$ cat src/rtl/instr_fetch_stage_pkg.sv
// instr_fetch_stage_pkg: shared core constants and the fetch-buffer entry type.
package instr_fetch_stage_pkg;
    localparam int XLEN = 32;
    localparam logic [XLEN-1:0] RESET_PC_DEFAULT = 32'h0000_0000;
    localparam logic [XLEN-1:0] NOP = 32'h0000_0000;
    typedef struct packed {
        logic [XLEN-1:0] instr;
        logic [XLEN-1:0] pc4;
    } fetch_entry_t;
    localparam fetch_entry_t BUBBLE = '{instr: NOP, pc4: '0};
endpackage

$ cat src/rtl/instr_fetch_stage_fetch_fifo.sv
// fetch_fifo: 2-entry buffer of {instr, pc+4} holding fetched words across decode stalls.
module fetch_fifo
    import instr_fetch_stage_pkg::*;
(
    input  logic              clk,
    input  logic              rst_n,
    input  logic              push,
    input  logic              pop,
    input  logic              clear,
    input  logic [2*XLEN-1:0] din,
    output logic [1:0]        count,
    output logic [2*XLEN-1:0] head
);
    logic [2*XLEN-1:0] mem [2];
    logic wp, rp;
    assign head = mem[rp];
    always_ff @(posedge clk or negedge rst_n) begin
        if (!rst_n) begin
            wp <= 1'b0;
            rp <= 1'b0;
            count <= 2'd0;
        end else if (clear) begin
            wp <= 1'b0;
            rp <= 1'b0;
            count <= 2'd0;
        end else begin
            wp <= wp ^ push;
            rp <= rp ^ pop;
            count <= count + {1'b0, push} - {1'b0, pop};
        end
    end
    always_ff @(posedge clk) begin
        if (push && !clear) mem[wp] <= din;
    end
endmodule

$ cat src/rtl/instr_fetch_stage.sv
// instr_fetch_stage: PC, instruction-memory requests, stall buffering and the IF/ID register.
module instr_fetch_stage
    import instr_fetch_stage_pkg::*;
#(
    parameter logic [XLEN-1:0] RESET_PC = RESET_PC_DEFAULT
) (
    input  logic            Clk,
    input  logic            Rst,
    input  logic            ID_stall,
    input  logic            redirect,
    input  logic [XLEN-1:0] redirect_target,
    output logic            imem_req,
    output logic [XLEN-1:0] imem_addr,
    input  logic            imem_gnt,
    input  logic [XLEN-1:0] imem_rdata,
    output logic [XLEN-1:0] IF_ID_Instruction,
    output logic [XLEN-1:0] IF_ID_PCPlus4,
    output logic            IF_ID_Valid
);
    logic [XLEN-1:0] pc, tag_pc;
    logic outstanding, squash;
    logic redirect_eff, accept, resp_v, push, pop, valid_next;
    logic [1:0] count, eff_count;
    fetch_entry_t head, resp, if_next;

    fetch_fifo u_fifo (
        .clk(Clk), .rst_n(Rst), .push(push), .pop(pop), .clear(redirect_eff),
        .din(resp), .count(count), .head(head)
    );

    // A redirect sees the FIFO as already cleared, so the target can be requested at once.
    always_comb begin
        redirect_eff = redirect & ~ID_stall;
        eff_count = redirect_eff ? 2'd0 : count;
        imem_req = (eff_count == 2'd0) | ((eff_count == 2'd1) & ~outstanding);
        imem_addr = redirect_eff ? {redirect_target[XLEN-1:2], 2'b00} : pc;
        accept = imem_req & imem_gnt;
        resp_v = outstanding & ~squash & ~redirect_eff;
        resp = '{instr: imem_rdata, pc4: tag_pc + 32'd4};
        pop = ~ID_stall & ~redirect_eff & (count != 2'd0);
        push = resp_v & ~((count == 2'd0) & ~ID_stall);
        if_next = redirect_eff ? BUBBLE : (count != 2'd0) ? head : resp_v ? resp : BUBBLE;
        valid_next = ~redirect_eff & ((count != 2'd0) | resp_v);
    end

    always_ff @(posedge Clk or negedge Rst) begin
        if (!Rst) begin
            pc <= RESET_PC;
            tag_pc <= '0;
            outstanding <= 1'b0;
            squash <= 1'b0;
            IF_ID_Valid <= 1'b0;
            IF_ID_Instruction <= NOP;
            IF_ID_PCPlus4 <= '0;
        end else begin
            pc <= accept ? imem_addr + 32'd4 : imem_addr;
            tag_pc <= accept ? imem_addr : tag_pc;
            outstanding <= accept;
            squash <= redirect_eff & ~accept;
            if (!ID_stall) begin
                IF_ID_Valid <= valid_next;
                IF_ID_Instruction <= if_next.instr;
                IF_ID_PCPlus4 <= if_next.pc4;
            end
        end
    end
endmodule

$ cat config.mk
export PLATFORM = sky130hd
export DESIGN_NAME = instr_fetch_stage
export DESIGN_NICKNAME = d
export VERILOG_FILES = /design/src/rtl/instr_fetch_stage_pkg.sv /design/src/rtl/instr_fetch_stage_fetch_fifo.sv /design/src/rtl/instr_fetch_stage.sv
export SDC_FILE = /design/constraint.sdc
export NUM_CORES = 1
export LEC_CHECK = 0
export ABC_AREA = 1
export CORE_MARGIN = 2
export CORE_UTILIZATION = 31
export CTS_CLUSTER_DIAMETER = 150
export DETAILED_ROUTE_END_ITERATION = 7
export HOLD_SLACK_MARGIN = 0.02
export PLACE_DENSITY = 0.51
export REMOVE_ABC_BUFFERS = 1
export SYNTH_ARGS = -nofsm -noshare
export SYNTH_HDL_FRONTEND = slang
export SYNTH_HIERARCHICAL = 1
export SYNTH_SLANG_ARGS = --single-unit
$ cat constraint.sdc
create_clock -name Clk -period 4.6 [get_ports Clk]
set_clock_uncertainty 0.05 [all_clocks]
set_input_delay 0.92 -clock Clk [delete_from_list [all_inputs] [get_ports Clk]]
set_output_delay 0.92 -clock Clk [all_outputs]
set_load 0.1 [all_outputs]
* Yosys cells after proc, flatten, opt, wreduce, memory -nomap -nowiden
Memories as Yosys holds them, arrays and structs flattened.
Index checks and enable logic that the tools add are counted.
** Storage, ports and cells
- Register bits after elaboration :: 135
- RAM bits :: 128
- Logic and storage cells :: 53
- Memories kept :: 1
** Operators by class
- $add $sub $neg :: 4
- Equal/unequal tests :: 1
- Mux-type cells :: 11
- Bitwise gates (word level) :: 21
- Reductions and logical operators :: 5
** Memory list
- u_fifo.mem :: depth 2, bits a word 64, rd ports 1, clocked after memory_dff 0, write ports 1, RTL line instr_fetch_stage_fetch_fifo.sv:14 : logic [2*XLEN-1:0] mem [2];
** Operator list (number)
- 64-bit two-way mux :: 3
- 32-bit by 3-bit adder with 32-bit output, second input constant :: 2
- 32-bit two-way mux :: 2
- 1-bit bitwise AND :: 11
- 1-bit inverter :: 6
- 2-bit zero test :: 2
- 1-bit two-way mux :: 4
- 2-bit two-way mux :: 2
- 2-bit by 1-bit adder with 2-bit output :: 1
- 2-bit by 1-bit == test with 1-bit output, second input constant :: 1
- 1-bit bitwise OR :: 2
- 2-bit nonzero test :: 1
- 2-bit by 1-bit subtractor with 2-bit output :: 1
- 1-bit XOR :: 2
- 1-bit logical AND :: 1
- 1-bit zero test :: 1

* Longest topological paths before layout
Gate-level depths: netlist of run 1.
- Depth after elaboration :: 9
- Depth in mapped cells :: 14
- Gate-level depth less buffers :: 13

* Modules after synthesis
The synthesis of run 1 kept the hierarchy.
** Modules (own cells, without submodules)
- instr_fetch_stage :: instances 1, cells each 989, area an instance 7243.2 um^2
- fetch_fifo :: instances 1, cells each 227, area an instance 5039.8 um^2

* Least setup slack after synthesis of run 1
Ideal clock, no wire load.
- Path type :: input to register
- From :: input port ID_stall
- To :: memory u_fifo/mem[1][0] in the netlist's numbering, enable pin
- Arrival time :: 4.477 ns
- Required time :: 4.064 ns
- Setup slack :: -0.413 ns
- Stages :: 8
- Buffers on the path :: 2
- Cell sequence :: inv_2 -> nand2_4 -> buf_4 -> buf_2 -> nand2_1 -> a21oi_1 -> nand2_1 -> nor2_1
** Between the ends
- Word-level cells in the longest chain between the ends :: 8
- Elaborated cells on any way between the ends :: 11
- Those cells by class :: mux (2); bitwise (7); reduce/logical (2)
** Ends and longest elaborated chain
- start, declared :: RTL line instr_fetch_stage.sv:9 : input logic ID_stall,
- 1-bit inverter (*) :: RTL line instr_fetch_stage.sv:33, instr_fetch_stage.sv:41
- 1-bit bitwise AND :: RTL line instr_fetch_stage.sv:33 : redirect_eff = redirect & ~ID_stall;
- 1-bit inverter :: RTL line instr_fetch_stage.sv:38 : resp_v = outstanding & ~squash & ~redirect_eff;
- 1-bit bitwise AND :: RTL line instr_fetch_stage.sv:38
- 1-bit bitwise AND (*) :: RTL line instr_fetch_stage.sv:41 : push = resp_v & ~((count == 2'd0) & ~ID_stall);
- net push :: RTL line instr_fetch_stage.sv:22 : logic redirect_eff, accept, resp_v, push, pop, valid_next;
- 1-bit logical AND (*) :: RTL line instr_fetch_stage_fetch_fifo.sv:33 : if (push && !clear) mem[wp] <= din;
- 1-bit two-way mux (*) :: RTL line instr_fetch_stage_fetch_fifo.sv:33
- 1-bit two-way mux (not written as such) (*) :: RTL line instr_fetch_stage_fetch_fifo.sv:33
- end, declared :: RTL line instr_fetch_stage_fetch_fifo.sv:14
Mark *: on every way through the listed nets, which the timed path passes. The rest lies on a longest branch.

* Worst setup path in the final report of run 1
- From :: input port redirect
- To :: output port imem_addr[31]
** Between the ends
- Word-level cells in the longest chain between the ends :: 2
** Ends and longest elaborated chain
- start, declared :: RTL line instr_fetch_stage.sv:10 : input logic redirect,
- 1-bit bitwise AND :: RTL line instr_fetch_stage.sv:33
- 32-bit two-way mux :: RTL line instr_fetch_stage.sv:36 : imem_addr = redirect_eff ? {redirect_target[XLEN-1:2], 2'b00} : pc;
- end, declared :: RTL line instr_fetch_stage.sv:13 : output logic [XLEN-1:0] imem_addr,
Every way passes these cells.

==> summary.md, run 1 <==
| Metric | Value |
|---|---|
| #FFs+latches synth | 263 |
| Max Freq | 0.260 GHz |
| Startpoint Class | input pin |
| Detailed Route Iter0 Violations | 362 |
| Clock period minus worst slack | 3.84 ns |
| DP Worst Slack | 0.647 ns |
| Most frequent cells in the layout | nand2_1 (373), dfrtp_1 (134), clkdlybuf4s50_1 (129), edfxtp_1 (128), inv_1 (117) |
| Routability Congestion | 0.866 |
| Final setup fails | 0 |
| Most frequent CP cell | inv_1 |
| Max-cap violations | 0 |
| Clk network pwr share | 23.9% |
| Final Core Density | 40.8% |
| Hold Path Class | in -> async |
| Die area | 41200 um2 |
| Initial antenna violation count | 0 |
| Hold Fails Final Rpt | 0 |
| Maximum VDD drop | 342 uV |
| Syn Inst Count | 1216 |
| Critical Path Fanout Max | 21 |
| Yosys warns | 6 |
| Outcome | completed |
| Largest family of logic cells by synthesized area | simple AND/OR/NAND/NOR gates |
| Average cell area after synthesis | 10.1 um2 |
| Resize count post-CTS | 0 |
| Worst setup EP type | output pin |
| Sequential fraction of design power | 34.7% |
| Die Height | 203 um |
| DRC errors left | 0 |
| Critical-path top delay cell | clkdlybuf4s50_1 |
| Hold_ws | 0.344 ns |
| First-pass GRT wire length | 50200 um |
| Post-DRT Antenna Nets | 0 |
| Compound-Gate Fraction of Synth Area | 4.17% |
| Crit share post-route | 83.5% |
| Pwr/cell area | 620 nW/um2 |
| Wirelength per Cell | 16.3 um |
| Antenna cells | 0 |
| CTS buffer count | 31 |
| CTS Sinks | 263 |
| Slew Limit Fails | 0 |
| Worst slew pin tran | 1.08 ns |
| Post-synthesis mux area share | 7.40% |
| Clock root buffer | clkbuf_16 |
| Setup ws final | 0.760 ns |
| Top-level I/O count | 167 |
| Internal Pwr Total | 5.67 mW |
| Comb power frac | 41.4% |
| Die W | 203 um |
| Arr. time, crit path | 2.87 ns |
| Cell Area, Synth | 12300 um2 |
| RSZ-0062 raised after global routing | no |
| Post-synthesis sequential area ratio | 58.8% |
| CP Cell Sequence | clkdlybuf4s50_1 -> inv_1 -> nor2_2 -> buf_4 -> or2_2 -> o21ai_0 -> inv_1 -> buf_12 |
| Final WL | 31400 um |
| Sw frac | 42.4% |
| Post-Synth Adder-Cell Area | 0.407% |
| Setup bufs post-CTS | 0 |
| Clock slew at reported path FFs | 0.06 ns |
| GRT Resource Usage Total | 15.5% |
| Largest net degree at the start of global routing | 74 |
| Fraction of layout cells with a size suffix above 1 | 14.8% |
| Commonest non-fill, non-tap cell in the layout | nand2_1 |
| Drt first pass iters | 5 |
| Synth-to-layout area growth | 29.4% |
| R2r setup slk | 2.32 ns |
| Post-Synth XOR/XNOR Area | 2.92% |
| Depth of the CTS H-tree | 1 |
| Vias in the first global route | 8863 |
| CTS tree | built |
| Hold-fix buffers, CTS | 0 |
| DR vias/cell | 4.49 |
| Synth Area in Simple Gates | 20.4% |
| Congestion Overflow GR | 0 |
| Psw | 4.18 mW |
| Cell area after layout | 15900 um2 |
| Final net count | 1463 |
| Placed cell area | 14900 um2 |
| Num rows | 72 |
| Max stage delay on crit path | 0.67 ns |
| Static leakage power | 6.72 nW |
| Clk_lat worst skew | 0.56 ns |
| Count of cell types in the netlist | 39 |
| Clk buf depth | 3 |
| Critical path class | in -> out |
| Worst EP required | 3.63 ns |
| Port Buffers | 164 |
| Via count | 8651 |
| Initial core utilization | 31.6% |
| Core area | 38900 um2 |
| Relative slew margins | 27.7% |
| DP HPWL | 21600 um |
[power groups by stage]
stage / combinational (mW) / clock (mW) / sequential [mW]
detailed placement: 4.11 / 0 / 3.46
finish: 4.08 / 2.36 / 3.42
global route: 4.33 / 2.54 / 3.49
global placement: 4.09 / 0 / 3.45
CTS: 4.13 / 2.44 / 3.42
floorplan: 1.56 / 0 / 4.80
[path summary, 6_finish.rpt]
path	start	endpoint	cells after the start
max in group asynchronous	Rst	tag_pc[4]	2
min in group Clk	tag_pc[0]	u_fifo/mem[1][0]	0
max	redirect	imem_addr[31]	8
max reg2reg	u_fifo/count[1]	pc[22]	9
min	Rst	IF_ID_Instruction[19]	1
min reg2reg	tag_pc[0]	u_fifo/mem[1][0]	0
[synthesized netlist by cell type]
cell,instances,area [um2]
nand2_1,373,1400
dfrtp_1,135,3380
edfxtp_1,128,3840
inv_1,117,439
nand3_1,89,445
nor2_1,78,293
mux2_4,50,751
xor2_1,35,307
o21ai_0,34,170
clkbuf_1,19,71.3
mux2_2,14,158
nor2_2,13,81.3
o21ai_1,13,65.1
nand2_2,12,75.1
o211ai_1,12,90.1
buf_2,10,50.1
nand4_1,10,62.6
a22o_1,9,78.8
buf_6,9,101
nor3_1,9,45.0
xnor2_1,6,52.6
ha_1,4,50.1
inv_2,4,15.0
nand3b_1,4,30.0
o21bai_1,4,30.0
a21oi_1,3,15.0
buf_1,3,11.3
buf_4,3,22.5
o21ai_2,3,26.3
a31oi_1,2,12.5
nand2_4,2,22.5
nand3_2,2,20.0
and3_1,1,6.26
buf_8,1,15.0
nor2_4,1,11.3
nor3b_1,1,7.51
o21a_1,1,7.51
o21ai_4,1,16.3
or2_2,1,6.26
[per-stage QoR]
stage | instances | power (mW) | setup TNS [ns]
6_report | 1928 | 9.85 | 0
5_1_grt | 1928 | 10.4 | 0
4_1_cts | 1928 | 9.99 | 0
3_5_place_dp | 1875 | 7.58 | 0
3_3_place_gp | 1875 | 7.54 | 0
2_1_floorplan | 1171 | 6.35 | -50.57
[worst max-delay path: cells and delay by family]
kind | cells | cell delay (ns)
AND/OR/NAND/NOR | 2 | 0.28
AO/OA/AOI/OAI | 1 | 0.14
buffers and inverters | 5 | 1.49
[routing by layer]
metal | wire length [um] | GRT usage, % | vias to the layer above
met5 | 0 | 0 | -
met4 | 668 | 4.17 | 0
met3 | 1340 | 2.41 | 47
met2 | 14200 | 24.9 | 191
met1 | 15100 | 21.9 | 4068
li1 | - | - | 4345
[flip-flops by register name, summed over array words and instances, names as in the netlist]
signal and flops:
u_fifo/mem 128, IF_ID_Instruction 32, IF_ID_PCPlus4 32, pc 32
tag_pc 32, u_fifo/count 2, IF_ID_Valid 1, outstanding 1
squash 1, u_fifo/rp 1, u_fifo/wp 1
[logic make-up (layout without fill, tap and decap cells)]
logic type / after synthesis / in the layout
AND/OR/NAND/NOR: 596 / 596
flip-flops: 263 / 263
buffers and inverters: 166 / 360
AO/OA/AOI/OAI: 82 / 82
multiplexers: 64 / 64
XOR/XNOR: 41 / 41
adder cells (fa/ha/maj): 4 / 4
[final cells by class]
cell class / count / area [um2]
fill: 3817 / 23000
sequential: 263 / 7230
multi-input combinational: 787 / 4370
timing repair buffer: 186 / 2230
clock buffer: 37 / 808
tap: 518 / 648
inverter: 121 / 454
clock inverter: 16 / 159
Note: power is estimated with default switching activity, not from simulation.
==> run 2, diff against run 1 <==
Clock period 4.6 ns to 3.8 ns, I/O delays scaled along.
==> summary.md, run 2 (synthesized netlist as in run 1, its figures left out) <==
| Metric | Value |
|---|---|
| Sequential fraction of design power | 35.3% (was 34.7%) |
| Most frequent cells in the layout | nand2_1 (373), dfrtp_1 (134), clkdlybuf4s50_1 (128), edfxtp_1 (128), inv_1 (117) (was nand2_1 (373), dfrtp_1 (134), clkdlybuf4s50_1 (129), edfxtp_1 (128), inv_1 (117)) |
| Relative slew margins | 28.2% (was 27.7%) |
| Arr. time, crit path | 2.58 ns (was 2.87 ns) |
| Num rows | 72 (unchanged) |
| Port Buffers | 164 (unchanged) |
| Antenna cells | 0 (unchanged) |
| Critical path class | in -> out (unchanged) |
| Clk network pwr share | 23.2% (was 23.9%) |
| Top-level I/O count | 167 (unchanged) |
| FF-to-FF End | u_fifo/mem[1][35] (was pc[22]) |
| Initial core utilization | 31.6% (unchanged) |
| Max-cap violations | 0 (unchanged) |
| Crit share post-route | 89.1% |
| Critical Path Fanout Max | 39 (was 21) |
| RSZ-0062 raised after global routing | no (unchanged) |
| DP Worst Slack | 0.428 ns (was 0.647 ns) |
| Final WL | 31500 um (was 31400 um) |
| GR peak layer | met2 (unchanged) |
| Clock root buffer | clkbuf_16 (unchanged) |
| Die area | 41200 um2 (unchanged) |
| Worst slew pin tran | 1.07 ns (was 1.08 ns) |
| Worst setup EP type | output pin (unchanged) |
| Die Height | 203 um (unchanged) |
| Pwr/cell area | 745 nW/um2 (was 620 nW/um2) |
| Comb power frac | 41.5% (was 41.4%) |
| Fraction of layout cells with a size suffix above 1 | 14.9% (was 14.8%) |
| Setup ws final | 0.414 ns (was 0.760 ns) |
| CTS Sinks | 263 (unchanged) |
| M3 GR Usage | 2.30% (was 2.41%) |
| Outcome | completed (unchanged) |
| CP Capture Point | imem_addr[22] (was imem_addr[31]) |
| Max Freq | 0.295 GHz |
| Synth-to-layout area growth | 29.1% (was 29.4%) |
| Pwr Total | 11.8 mW (was 9.85 mW) |
| Grt met2 use | 25.3% (was 24.9%) |
| Met1 usage | 21.8% (was 21.9%) |
| Vias in the first global route | 8884 (was 8863) |
| Reg with most FFs | u_fifo/mem (unchanged) |
| Placed cell area | 14900 um2 (about the same) |
| Internal Pwr Total | 6.77 mW (was 5.67 mW) |
| Cell area after layout | 15900 um2 (about the same) |
| Critical path startpoint | redirect (unchanged) |
| FF-to-FF Start | u_fifo/count[1] (unchanged) |
| DP HPWL | 21400 um (was 21600 um) |
| Clock slew at reported path FFs | 0.06 ns (about the same) |
| Psw | 5.03 mW (was 4.18 mW) |
| DRC errors left | 0 (unchanged) |
| Final Core Density | 40.7% (was 40.8%) |
| Sw frac | 42.6% (was 42.4%) |
| Detailed Route Iter0 Violations | 414 (was 362) |
| First-pass GRT wire length | 50300 um (was 50200 um) |
| DR vias/cell | 4.49 (about the same) |
| Final setup fails | 0 (unchanged) |
| GRT Resource Usage Total | 15.5% (about the same) |
| Setup bufs post-CTS | 0 (unchanged) |
| Largest register FFs | 128 (unchanged) |
| Slew Limit Fails | 0 (unchanged) |
| Depth of the CTS H-tree | 1 (unchanged) |
| Hold-fix buffers, CTS | 0 (unchanged) |
| Drt first pass iters | 5 (unchanged) |
| Routability Congestion | 0.856 (was 0.866) |
| Clk_lat worst skew | 0.55 ns (was 0.56 ns) |
| Worst EP required | 2.99 ns (was 3.63 ns) |
| Final net count | 1466 (was 1463) |
| Fill cells | 3853 (was 3817) |
| Layout Cells excl Fill | 1934 (was 1928) |
| Largest net degree at the start of global routing | 67 (was 74) |
| Static leakage power | 6.71 nW (was 6.72 nW) |
| Hold Path Class | in -> async (unchanged) |
| Hold Fails Final Rpt | 0 (unchanged) |
| Wirelength per Cell | 16.3 um (about the same) |
| Cells on worst reg2reg path | 7 (was 9) |
| Congestion Overflow GR | 0 (unchanged) |
| Core area | 38900 um2 (unchanged) |
| Maximum VDD drop | 344 uV (was 342 uV) |
| Commonest non-fill, non-tap cell in the layout | nand2_1 (unchanged) |
| Placed Cells | 1879 (was 1875) |
| Via count | 8685 (was 8651) |
| Die W | 203 um (unchanged) |
| Clock period minus worst slack | 3.39 ns |
| CTS buffer count | 30 (was 31) |
| Startpoint Class | input pin (unchanged) |
| Initial antenna violation count | 0 (unchanged) |
| R2r setup slk | 1.66 ns (was 2.32 ns) |
| Post-DRT Antenna Nets | 0 (unchanged) |
| Resize count post-CTS | 0 (unchanged) |
| CTS tree | built (unchanged) |
| Clk buf depth | 3 (unchanged) |
==> run 2: cell types whose count changed in the layout (fill, tap and decap cells not counted), sizes merged <==
cell	delta
clkbuf	+7
bufinv	-2
clkinvlp	-1
buf	+5
clkinv	-2
clkdlybuf4s50	-1
==> run 2: power groups by stage <==
stage	clock network (mW)	logic, mW	registers (mW)
6_report	2.74	4.90	4.17
2_1_floorplan	0	1.89	5.81
3_3_place_gp	0	4.91	4.21
4_1_cts	2.82	4.95	4.18
5_1_grt	2.94	5.21	4.26
3_5_place_dp	0	4.94	4.23
==> run 2: layout make-up <==
type | count | area (um2) | area share (%)
inverters | 121 | 454 | 2.87
clock buffers | 44 | 855 | 5.39
repair buffers | 190 | 2220 | 14.0
multi-input cells | 787 | 4370 | 27.5
clock inverters | 11 | 81.3 | 0.513
flip-flops and latches | 263 | 7230 | 45.6
well taps | 518 | 648 | 4.09
==> run 2: layer usage <==
layer / part of all wire, % / up-vias
li1: - / 4329
met1: 48 / 4116
met2: 45 / 199
met3: 4.4 / 41
met4: 1.9 / 0
met5: 0 / -
==> run 2: critical path, stage by stage <==
cell,delay (ns)
clkdlybuf4s50_1,0.58
nand2_4,0.32
buf_4,0.29
o21ai_1,0.37
buf_12,0.23
==> run 2: how the worst min path moves through the flow <==
| stage | start | endpoint | cells past startpoint |
|---|---|---|---|
| final | Rst | IF_ID_Instruction[8] | 1 |
| after global routing | Rst | IF_ID_Instruction[8] | 1 |
| after CTS | Rst | IF_ID_Instruction[8] | 1 |
| after detailed placement | tag_pc[1] | u_fifo/mem[0][1] | 0 |
| after global placement | tag_pc[1] | u_fifo/mem[0][1] | 0 |
| after floorplan | tag_pc[0] | u_fifo/mem[0][0] | 0 |
==> run 2: per-stage QoR <==
step	hold slack, ns	TNS, ns
finish	0.137	0
global route	0.189	0
CTS	0.168	0
detailed placement	0.407	0
global placement	0.395	0
floorplan	0.392	-133.28
